[src/rtl/div_ratio_detect.sv]
// div_ratio_detect -- measures the period, high time and low time of a divided
// clock (sig_in) in clk_in cycles, and flags lock after LOCK_N identical periods.
// Optional macro DIV_DETECT_SYNC_EN: sig_in passes a two-flop synchronizer
// first, adding two cycles of latency to every valid/err pulse.
module div_ratio_detect #(
    parameter int CNT_W  = 8,
    parameter int LOCK_N = 4
) (
    input  logic             clk_in,
    input  logic             rst,
    input  logic             en,
    input  logic             sig_in,
    output logic [CNT_W-1:0] ratio,
    output logic [CNT_W-1:0] high_cnt,
    output logic [CNT_W-1:0] low_cnt,
    output logic             valid,
    output logic             locked,
    output logic             err
);

    // Match counter only has to reach LOCK_N, which is at most 15.
    localparam int                 MATCH_W   = 4;
    localparam logic [MATCH_W-1:0] LOCK_M    = MATCH_W'(LOCK_N);
    localparam logic [MATCH_W-1:0] MATCH_ONE = MATCH_W'(1);
    localparam logic [CNT_W-1:0]   CNT_ONE   = CNT_W'(1);
    localparam logic [CNT_W-1:0]   CNT_MAX   = {CNT_W{1'b1}};

    typedef enum logic [1:0] {
        IDLE = 2'd0,
        ARM  = 2'd1,
        MEAS = 2'd2
    } state_t;

    state_t             state_q, state_d;
    logic [CNT_W-1:0]   per_q, per_d;
    logic [CNT_W-1:0]   hi_q, hi_d;
    logic [MATCH_W-1:0] match_q, match_d;
    logic [CNT_W-1:0]   ratio_q, ratio_d;
    logic [CNT_W-1:0]   high_q, high_d;
    logic [CNT_W-1:0]   low_q, low_d;
    logic               valid_q, valid_d;
    logic               locked_q, locked_d;
    logic               err_q, err_d;
    logic               sig_pre;
    logic               sig_s_q, sig_d_q;
    logic               rise;

`ifdef DIV_DETECT_SYNC_EN
    logic [1:0] sync_q;

    // Two-flop synchronizer for an sig_in that is asynchronous to clk_in.
    always_ff @(posedge clk_in) begin
        // NOTE: sequential state uses non-blocking assignments so every flop
        // samples the pre-edge value of its source, independent of statement order.
        if (rst) begin
            sync_q <= 2'b00;
        end else begin
            sync_q <= {sync_q[0], sig_in};
        end
    end

    assign sig_pre = sync_q[1];
`else
    assign sig_pre = sig_in;
`endif

    // Sample sig_in and keep one cycle of history for edge detection.
    always_ff @(posedge clk_in) begin
        if (rst) begin
            sig_s_q <= 1'b0;
            sig_d_q <= 1'b0;
        end else begin
            sig_s_q <= sig_pre;
            sig_d_q <= sig_s_q;
        end
    end

    assign rise = sig_s_q & ~sig_d_q;

    // Next-state logic: FSM, period/high counters, result capture and lock tracking.
    always_comb begin
        // NOTE: every variable gets a default first, so no path can leave one
        // unassigned and infer a latch.
        state_d  = state_q;
        per_d    = per_q;
        hi_d     = hi_q;
        match_d  = match_q;
        locked_d = locked_q;
        ratio_d  = ratio_q;
        high_d   = high_q;
        low_d    = low_q;
        valid_d  = 1'b0;
        err_d    = 1'b0;

        if (!en) begin
            state_d  = IDLE;
            per_d    = '0;
            hi_d     = '0;
            match_d  = '0;
            locked_d = 1'b0;
        end else begin
            case (state_q)
                IDLE: begin
                    state_d = ARM;
                end
                ARM: begin
                    // The rise cycle itself is the first (high) cycle of the period.
                    if (rise) begin
                        per_d   = CNT_ONE;
                        hi_d    = CNT_ONE;
                        state_d = MEAS;
                    end
                end
                MEAS: begin
                    if (rise) begin
                        ratio_d = per_q;
                        high_d  = hi_q;
                        low_d   = per_q - hi_q;
                        valid_d = 1'b1;
                        per_d   = CNT_ONE;
                        hi_d    = CNT_ONE;
                        // match_q == 0 means there is no previous period to compare with.
                        if ((match_q == '0) || (per_q != ratio_q)) begin
                            match_d = MATCH_ONE;
                        end else if (match_q < LOCK_M) begin
                            match_d = match_q + MATCH_ONE;
                        end
                        locked_d = (match_d >= LOCK_M);
                    end else if (per_q == CNT_MAX) begin
                        // Period too long to count: drop lock and wait for a fresh edge.
                        err_d    = 1'b1;
                        match_d  = '0;
                        locked_d = 1'b0;
                        per_d    = '0;
                        hi_d     = '0;
                        state_d  = ARM;
                    end else begin
                        per_d = per_q + CNT_ONE;
                        if (sig_s_q) begin
                            hi_d = hi_q + CNT_ONE;
                        end
                    end
                end
                default: begin
                    state_d = IDLE;
                end
            endcase
        end
    end

    // State, counter and output registers with synchronous reset.
    always_ff @(posedge clk_in) begin
        if (rst) begin
            state_q  <= IDLE;
            per_q    <= '0;
            hi_q     <= '0;
            match_q  <= '0;
            ratio_q  <= '0;
            high_q   <= '0;
            low_q    <= '0;
            valid_q  <= 1'b0;
            locked_q <= 1'b0;
            err_q    <= 1'b0;
        end else begin
            state_q  <= state_d;
            per_q    <= per_d;
            hi_q     <= hi_d;
            match_q  <= match_d;
            ratio_q  <= ratio_d;
            high_q   <= high_d;
            low_q    <= low_d;
            valid_q  <= valid_d;
            locked_q <= locked_d;
            err_q    <= err_d;
        end
    end

    assign ratio    = ratio_q;
    assign high_cnt = high_q;
    assign low_cnt  = low_q;
    assign valid    = valid_q;
    assign locked   = locked_q;
    assign err      = err_q;

endmodule

[config.mk]
export PLATFORM = sky130hd
export DESIGN_NAME = div_ratio_detect
export DESIGN_NICKNAME = d
export VERILOG_FILES = /design/src/rtl/div_ratio_detect.sv
export SDC_FILE = /design/constraint.sdc
export NUM_CORES = 1
export LEC_CHECK = 0
export CORE_ASPECT_RATIO = 0.8
export CORE_MARGIN = 5
export CORE_UTILIZATION = 55
export CTS_CLUSTER_DIAMETER = 200
export DETAILED_ROUTE_END_ITERATION = 8
export PLACE_DENSITY = 0.89
export SYNTH_ARGS = -nofsm -noshare
export SYNTH_HDL_FRONTEND = slang
export SYNTH_SLANG_ARGS = --single-unit
[constraint.sdc]
create_clock -name clk_in -period 6.3 [get_ports clk_in]
set_clock_uncertainty 0.2 [all_clocks]
set_input_delay 0.63 -clock clk_in [delete_from_list [all_inputs] [get_ports clk_in]]
set_output_delay 0.63 -clock clk_in [all_outputs]
set_load 0.05 [all_outputs]
# [Word level (Yosys, flattened, before mapping)]
# Index checks and enable logic that the tools add are counted.
[op_classes] n_addsub=4 order_cmp=2 n_eq_ne=8 n_mux=23 bitwise_logic=4 n_reduce_logical=13
[ops] operator="2-to-1 mux 8 bit" count=6
[ops] operator="case mux 8 bit (2 select lines)" count=2
[ops] operator="2-to-1 mux 4 bit" count=7
[ops] operator="adder 8 x 1 -> 8 bit, second input constant" count=2
[ops] operator="AND reduction 3 bit" count=3
[ops] operator="equality test 8 bit, second input constant" count=1
[ops] operator="!= test 8 bit" count=1
[ops] operator="subtractor 8 bit" count=1
[ops] operator="2-to-1 mux 2 bit" count=3
[ops] operator="!= test 2 bit, second input constant" count=3
[ops] operator="case mux 2 bit (3 select lines)" count=1
[ops] operator="adder 4 x 1 -> 4 bit, second input constant" count=1
[ops] operator=">= comparator 4 x 3 -> 1 bit, second input constant" count=1
[ops] operator="zero test 4 bit" count=1
[ops] operator="less-than comparator 4 x 3 -> 1 bit, second input constant" count=1
[ops] operator="2-to-1 mux 1 bit" count=4
[ops] operator="!= test 4 bit, second input constant" count=1
[ops] operator="AND reduction 2 bit" count=2
[ops] operator="nonzero test 2 bit" count=2
[ops] operator="OR reduction 4 bit" count=1
[ops] operator="inverter 1 bit" count=3
[ops] operator="OR reduction 3 bit" count=1
[ops] operator="equality test 2 x 1 -> 1 bit, second input constant" count=1
[ops] operator="equality test 2 bit, second input constant" count=1
[ops] operator="other kinds (4)" count=4
[word_totals] reg_bits=51 in_bits=4 out_inout_bits=27 elab_cells=66

# [Logic depth before layout (Yosys ltp)]
# Gate-level depths: netlist (run 1).
[logic_depth] word_depth=8 ltp_mapped=9 depth_no_buf=9

# [Worst setup path after synthesis (run 1)]
# No wires, ideal clock.
[synth_path] kind="reg-to-reg" from="register ratio_q[4] (netlist: ratio[4])" to="register match_q[0]" setup_ns=0.117 arrival_ns=1.794 required_time_ns=5.983 path_slack_ns=4.189 path_stages_with_launch=6 n_path_buf=0 synth_period_minus_slack_ns=2.111 path_cell_list="dfxtp_1 -> xor2_1 -> a2111o_1 -> or2_0 -> a211o_1 -> a32o_1"
[synth_via] elab_chain_cells=7
[synth_lines] element="start: declaration" line="38" source="logic [CNT_W-1:0] ratio_q, ratio_d;"
[synth_lines] element="start signal: assignment" line="169" source="ratio_q <= ratio_d;"
[synth_lines] element="!= test 8 bit" line="123" source="if ((match_q == '0) || (per_q != ratio_q)) begin"
[synth_lines] element="logical OR 1 bit" line="123"
[synth_lines] element="2-to-1 mux 4 bit" line="123"
[synth_lines] element="2-to-1 mux 4 bit" line="115" source="if (rise) begin"
[synth_lines] element="2-to-1 mux 4 bit" line="102" source="case (state_q)"
[synth_lines] element="2-to-1 mux 4 bit" line="95" source="if (!en) begin"
[synth_lines] element="2-to-1 mux 4 bit" line="115"
[synth_lines] element="end signal: assignment" line="168" source="match_q <= match_d;"
[synth_lines] element="end: declaration" line="37" source="logic [MATCH_W-1:0] match_q, match_d;"
# Every way passes these cells. The select of a mux whose other input is x is not followed.
# A chain may end at the register's enable or synchronous reset.

# [Worst setup path in the final report (run 1)]
[layout_path] from="register sig_s_q" to="register low_q[6] (netlist: low_cnt[6])"
[layout_via] elab_chain_cells=2
[layout_lines] element="start: declaration" line="45" source="logic sig_s_q, sig_d_q;"
[layout_lines] element="start signal: assignment" line="73" source="sig_s_q <= sig_pre;"
[layout_lines] element="bitwise AND 1 bit" line="78" source="assign rise = sig_s_q & ~sig_d_q;"
[layout_lines] element="AND reduction 3 bit (no source line)"
[layout_lines] element="end signal: assignment" line="171" source="low_q <= low_d;"
[layout_lines] element="end: declaration" line="40" source="logic [CNT_W-1:0] low_q, low_d;"
# Every way passes these cells.

==> summary by stage, run 1 <==
Synth
After Yosys synthesis, XOR and XNOR cells account for 3.61% of the synthesized area. In the post-synthesis netlist, the biggest area contributors are dfxtp_1 38%, nand2_1 8.2%, ha_1 7.0%. Sequential cells were found to cover 38.2% of the synthesized design area. Summing the areas of all and, or, nand and nor instances in the mapped netlist gives 23.1% of the synthesized area. The number of storage elements in the synthesis netlist is 51. The main combinational cell family by area after synthesis is simple AND/OR/NAND/NOR gates. The number of warnings printed during yosys synthesis is 0. The share of Yosys cell area claimed by the top area cell type is 38.2%.

The count of flip-flops with a built-in enable after synthesis is 0. The compound-cell area share of the yosys netlist is 20.7%. In this run the mean area of a mapped cell was 7.97 sq um.

The most used flip-flop cell after synthesis is dfxtp_1. The synthesized netlist occupies a cell area of 2670 sq um. The largest area contributor in the synthesized netlist is dfxtp_1.

Summing the areas of all fa, ha and maj instances in the mapped netlist gives 7.78% of the synthesized area. The net count after synthesis is 355. Of all flip-flops after synthesis, the portion carrying an async set or reset was 0%.

The count of different cell masters after synthesis is 55. Synthesis produced a netlist whose cell count is 335. The fraction of synthesized area in multiplexers is 0.375%.

Worst setup path
In this run the critical register-to-register path is captured at low_cnt[6]$_SDFFE_PP0P_. Data arrives at the worst endpoint at 2.99 ns. Tracing the worst setup path back leads to its startpoint at sig_s_q$_SDFF_PP0_.

For the worst setup path, the data required time is 6.31 ns. The slowest cell on the critical path is nand3_1. The delay of the slowest cell on the worst path is 0.92 ns. The register-to-register setup slack is 3.32 ns. The type of origin of the critical path is a flop. The type of destination of the critical path is a flop. The peak fanout along the critical path is 31. The critical register-to-register path startpoint is sig_s_q$_SDFF_PP0_. The start-to-end type of the worst setup path is reg -> reg. The logic depth of the worst register-to-register path is 5. Walking the worst path, the cells encountered are nor2b_1 > nand3_1 > nor4b_1 > a31oi_1 > o311ai_1.

Die
The floorplan step set the die height to 72.3 um. The full die area is 6360 sq um. The die span in x is 87.9 um. The number of primary I/O pins is 31. The effective utilization at floorplan is 57.4%.

The floorplan core area is 4650 sq um. The row count is 22.

Outcome
The run finished with clean final reports.

Global routing
The routing usage on met1 is 28.7%. The number of antenna violations at the first check in global routing is 0. For this run, global-route usage on met2 was measured as 29.9%. The first-pass GRT wire length is 10.2 mm.

For met3 alone, demand over resource in global routing was 3.97%. The maximum number of pins on one net before global-route repair is 32. Global routing finished with a remaining overflow of 0. The most utilized layer in the global route result is met2.

The via count of the first global-routing pass is 2206. Global routing used 20.1% of the available tracks.

Clock tree
The number of buffers created by CTS is 5. The total number of clock tree sinks is 51. The number of setup buffers added after CTS is 0.

The number of buffers on the longest clock path is 2. The clock latency on the worst-skew pair is 0.31 ns. The tree is rooted in a clkbuf_8. The maximum level of the CTS H-tree is 2. TritonCTS built the clock tree. Once the clock tree was built, the resizer swapped 0 gates to a different size. After clock tree synthesis, the clock-pin slew on the worst setup and hold paths is 0.09 ns. The cts-stage hold buffer count is 0.

Route
For this run, the detailed router's first-pass iteration total came to 5. The wire length after detailed routing is 6.26 mm. Across all layers, the routed design uses 2470 vias. The remaining design rule violation count is 0. For this block, the initial DRC count from the detailed router was 199. The number of vias per cell after detailed routing is 5.95.

The detail route stage leaves a number of antenna-violating nets equal to 0. After detailed routing, the average wire length per cell comes to 15.1 um.

STA
The portion of the clock cycle consumed by the worst path in the final layout is 47.4%. The transition at the pin with the smallest max-transition slack is 1.10 ns. The final period demand of the worst path is 2.98 ns. Headroom to the max-slew limit came out at 26.6%. After routing, the total negative slack on setup checks comes to 0 ns. Setup repair after global routing left no endpoint under its margin. Setup violations remaining at the end of the flow were counted as 0. Based on the critical path, the design can be clocked at up to 335 MHz. The number of max-slew violations in the final report is 0. The number of hold violations in the final report is 0.

Placement
The HPWL reported at the end of detailed placement is 4.43 mm. In this run the cell area measured after placement is 2960 sq um. The routability congestion estimate is 0.928.

The number of port buffers is 30.

Finish
Relative to the synthesized area, the layout overhead comes to 14.9%. For this run, the post-layout net count is 374. The number of antenna diodes in the final layout is 0. The share of cells above drive strength 1 is 4.51%. The final core utilization is 65.9%. The area of all placed cells without fillers is 3070 sq um.

Power and ir drop
Of the total power, combinational logic draws 4.8%. The overall power after layout is 562 uW. The worst-case vdd ir drop is 0.000120 V. The share of total power in sequential cells is 57.9%. In this run switching power makes up 23.0% of total power.

The clock share of power is 37.3%. The power density relative to cell area is 183 nW/um^2. The power dissipated by switching net loads is 129 uW. Internal power comes to 433 uW.

The standby leakage power is 1.04 nW.

Hold path
The worst hold path passes through 2 cells. The origin of the worst min-delay path is low_cnt[4]$_SDFFE_PP0P_. The destination of the worst hold path is low_cnt[4]$_SDFFE_PP0P_. The worst hold path class is reg -> reg.

Run
The number of maximum-capacitance constraint violations is 0.
[power groups by stage]
stage	clock network [mW]	logic (mW)	registers [mW]
finish	0.210	0.0270	0.325
global route	0.224	0.0294	0.326
CTS	0.212	0.0265	0.325
detailed placement	0	0.0263	0.333
global placement	0	0.0255	0.333
floorplan	0	0.0191	0.333
[logic make-up (layout without fill, tap and decap cells)]
logic type	Yosys count	count (layout)
DFF	51	51
xor gates and xnor gates	11	11
buffers and inverters	39	59
muxes	1	1
adders and majority gates	16	16
and+or+nand+nor	129	129
AOI/OAI and AO/OA	88	88
[placed cells by master (no fill, tap or decap), types with 4 or more instances in the layout]
cell,synthesis,routed
nand2_1,58,58
dfxtp_1,51,51
a21oi_1,33,33
clkdlybuf4s50_1,0,30
inv_1,20,20
o21ai_0,17,17
nor2_1,17,17
nand3_1,15,15
ha_1,15,15
nor3_1,8,8
xnor2_1,8,8
nor2b_1,7,7
clkbuf_8,0,7
a31oi_1,6,6
o211ai_1,6,6
and3_1,4,4
[cell usage after synthesis, drive strengths merged, types with 2 or more instances]
master and count:
a211oi 3, a21oi 33, a31oi 6, and3 4, buf 10, clkbuf 9, dfxtp 51, ha 15
inv 20, nand2 58, nand3 15, nand3b 3, nand4 3, nor2 18, nor2b 7, nor3 8
nor4 3, nor4b 2, o211ai 6, o21ai 19, o311ai 4, o31ai 3, or2 3, xnor2 8
xor2 3
[layer usage]
metal  part of all wire (%)  up-vias
li1                       -     1213
met1                     47     1128
met2                     44      116
met3                    7.7       13
met4                    1.6        0
met5                      0        -
[per-stage QoR]
stage	std cells	worst slack, ns	hold WS [ns]
floorplan	335	4.19	0.249
finish	415	3.32	0.258
global route	415	3.10	0.277
global placement	407	3.36	0.242
detailed placement	407	3.26	0.246
CTS	415	3.37	0.259
[area by class of cell]
cell class,count,area (sq um)
flip-flops and latches,51,1020
repair buffers,31,308
clock buffers,7,96.3
fillers,380,1590
clock inverters,1,7.51
multi-input cells,245,1480
well taps,60,75.1
inverters,20,75.1
[registers in the layout, indices dropped and copies added, names as in the netlist]
register  count
hi_q          8
high_cnt      8
low_cnt       8
per_q         8
ratio         8
match_q       4
state_q       2
err           1
locked        1
sig_d_q       1
sig_s_q       1
valid         1
[worst max-delay path, delay by kind of cell (launching register included)]
| kind | cells | cell delay (ns) |
|---|---|---|
| compound gates | 2 | 0.21 |
| simple gates | 3 | 2.08 |
| flops | 1 | 0.40 |
[worst max path at each step]
| stage | end | slack (ns) | depth (start not counted) |
|---|---|---|---|
| 2_1_floorplan | match_q[0]$_SDFFE_PP0P_ | 4.19 | 5 |
| 3_3_place_gp | match_q[1]$_SDFFE_PP0P_ | 3.36 | 6 |
| 3_5_place_dp | match_q[1]$_SDFFE_PP0P_ | 3.26 | 6 |
| 4_1_cts | low_cnt[5]$_SDFFE_PP0P_ | 3.37 | 5 |
| 5_1_grt | low_cnt[5]$_SDFFE_PP0P_ | 3.10 | 5 |
| 6_report | low_cnt[6]$_SDFFE_PP0P_ | 3.32 | 5 |
Note: power is estimated with default switching activity, not from simulation.
==> run 2: changes to the inputs <==
Clock period 6.3 ns to 2.9 ns, I/O delays scaled along.
==> summary by stage, run 2 (synthesis gave the netlist of run 1 again) <==
Outcome
The flow ran to the end, and the final reports show no timing, DRC or antenna violations.

Worst setup path
The top cell family by delay on the critical path is compound AO/OA/AOI/OAI gates. The delay of the slowest cell on the worst path is 0.62 ns (-0.30 ns). The peak fanout along the critical path is 8 (-74%). The critical path goes through ha_1 > nand4_2 > o211ai_1 > nor2_1 > o21ai_0 > a21oi_1.

The type of origin of the critical path is a flop. The count of buffering cells on the critical path with inverters included is 0 (unchanged). The slowest stage of the critical path belongs to the cell o211ai_1. The required time at the worst-slack endpoint came to 2.88 ns (-3.43 ns).

The type of destination of the critical path is a flop. The worst path arrival time is 2.39 ns (-0.60 ns). The worst setup path is of the reg -> reg kind.

Global routing
The number of antenna violations at the first check in global routing is 0 (unchanged). The residual overflow from global routing is 0 (unchanged). The global-route total usage across every layer was 20.9% (+0.83 points). The first-pass GRT wire length is 10.6 mm (+3.7%). The maximum number of pins on one net before global-route repair is 32 (unchanged). The via count of the first global-routing pass is 2278 (+3.3%).

Die
The vertical die dimension is 72.3 um (unchanged). The full die area came to 6360 sq um (unchanged). The die span in x came to 87.9 um (unchanged). The row count is 22 (unchanged). The floorplan core area is 4650 sq um (unchanged). The number of primary I/O pins came to 31 (unchanged). The effective utilization at floorplan is 57.4% (unchanged).

Clock tree
The post-cts resize count came to 0 (unchanged). The buffer count from post-CTS setup fixing is 0 (unchanged). TritonCTS built the clock tree. The clock latency on the worst-skew pair came to 0.31 ns (about the same). The number of buffers on the longest clock path came to 2 (unchanged).

The cts-stage hold buffer count is 0 (unchanged). The number of buffers created by CTS is 5 (unchanged). The total number of clock tree sinks is 51 (unchanged). The clock tree root driver cell is clkbuf_8. The register clock-pin slew on the reported worst setup and hold paths came to 0.09 ns (about the same).

The maximum level of the CTS H-tree was 2 (unchanged).

Placement
The number of port buffers is 30 (unchanged). The instance area after placement is 2990 sq um (+1.0%). The HPWL reported at the end of detailed placement is 4.61 mm (+3.9%). The post-placement cell count is 411 (+0.98%).

The worst setup slack before clock tree synthesis is 0.561 ns (-2.70 ns). The routability congestion estimate is 0.909 (-2.0%).

Finish
The net count reported at finish was 378 (+1.1%). The share of cells above drive strength 1 is 5.57% (+1.1 points). The non-filler instance count after layout is 419 (+0.96%). From synthesis to final layout, the design area changed by 16.5%. The area of all placed cells without fillers is 3110 sq um (+1.4%). Leaving out fill and tap cells, the most frequent cell in the layout is nand2_1.

The antenna diode count came to 0 (unchanged). In the layout the commonest cells are 58 x nand2_1, 51 x dfxtp_1, 33 x a21oi_1.

STA
The transition at the pin with the smallest max-transition slack is 0.674 ns (-0.424 ns). The number of failing setup endpoints in the final timing report came to 0 (unchanged). The smallest setup slack after layout was 0.485 ns (-2.83 ns).

The final period demand of the worst path was 2.42 ns (-0.569 ns). The number of hold violations in the final report is 0 (unchanged). The worst slew margin relative to its limit is 54.8% (+28 points).

The accumulated negative setup slack came to 0 ns (unchanged). The number of max-slew violations in the final report is 0 (unchanged). The portion of the clock cycle consumed by the worst path in the final layout is 83.3% (+36 points). The timing-limited maximum frequency is 414 MHz (+24%). The worst hold margin came to 0.258 ns (-0.0000960 ns). Setup repair after global routing left no endpoint under its margin.

Route
The wire length after detailed routing is 6.47 mm (+3.3%). The remaining design rule violation count is 0 (unchanged). The routed wirelength normalized by instance count is 15.4 um (+2.3%). The DRC violation total after the first TritonRoute iteration is 196 (-1.5%).

The number of vias per cell after detailed routing is 6.07 (+2.0%). The residual antenna-violating net count after detailed routing is 0 (unchanged). The first-pass iteration count of the detailed router is 7 (+2). The number of vias in the routed layout came to 2544 (+3.0%).

Hold path
The worst hold path class is reg -> reg.

Power and ir drop
The power density relative to cell area came to 411 nW/um^2 (+120%). The standby leakage power is 1.07 nW (+2.9%). The worst-case vdd ir drop came to 0.000313 V (+160%).

Run
The number of maximum-capacitance constraint violations is 0 (unchanged).
## run 2: cell count changes in the layout (fill, tap and decap cells not counted)
cell,change
clkbuf_8,-1
buf_4,+4
bufinv_16,+1
clkinv_2,+1
clkinvlp_4,-1
## run 2: worst paths after layout
check,from,to,slack [ns],cells past startpoint
max reg2reg,per_q[1]$_SDFFE_PP0P_,hi_q[4]$_SDFFE_PP0P_,0.48,6
max,per_q[1]$_SDFFE_PP0P_,hi_q[4]$_SDFFE_PP0P_,0.48,6
min reg2reg,low_cnt[4]$_SDFFE_PP0P_,low_cnt[4]$_SDFFE_PP0P_,0.26,2
min,low_cnt[4]$_SDFFE_PP0P_,low_cnt[4]$_SDFFE_PP0P_,0.26,2
## run 2: area by class of cell
cell class	instances	area, sq um
fill	384	1540
multi-input combinational	245	1480
sequential	51	1020
timing repair buffer	35	338
clock buffer	6	82.6
inverter	20	75.1
tap	60	75.1
clock inverter	2	35.0
## run 2: where the power goes
part / switching [mW] / total (mW) / internal, mW
Sequential: 0.00404 / 0.707 / 0.703
Combinational: 0.0408 / 0.0618 / 0.0210
Clock: 0.231 / 0.510 / 0.279
Total: 0.275 / 1.28 / 1.00
## run 2: stage by stage
step                      power, mW  util [%]
after floorplan               0.764         -
after global placement        0.780      64.3
after detailed placement      0.782      64.3
after CTS                      1.29      66.9
after global routing           1.32      66.9
final                          1.28      66.9
## run 2: worst register-to-register path: stages (launching register included)
cell	delay, ns
dfxtp_1	0.54
ha_1	0.30
nand4_2	0.20
o211ai_1	0.62
nor2_1	0.12
o21ai_0	0.21
a21oi_1	0.09
## run 2: per-layer routing
metal | part of all wire (%) | routed length, um | vias up | global-route usage, %
li1 | - | - | 1219 | -
met1 | 44 | 2870 | 1201 | 28.4
met2 | 46 | 2980 | 115 | 33.0
met3 | 8.6 | 559 | 9 | 4.77
met4 | 0.96 | 62 | 0 | 6.30
met5 | 0 | 0 | - | 0
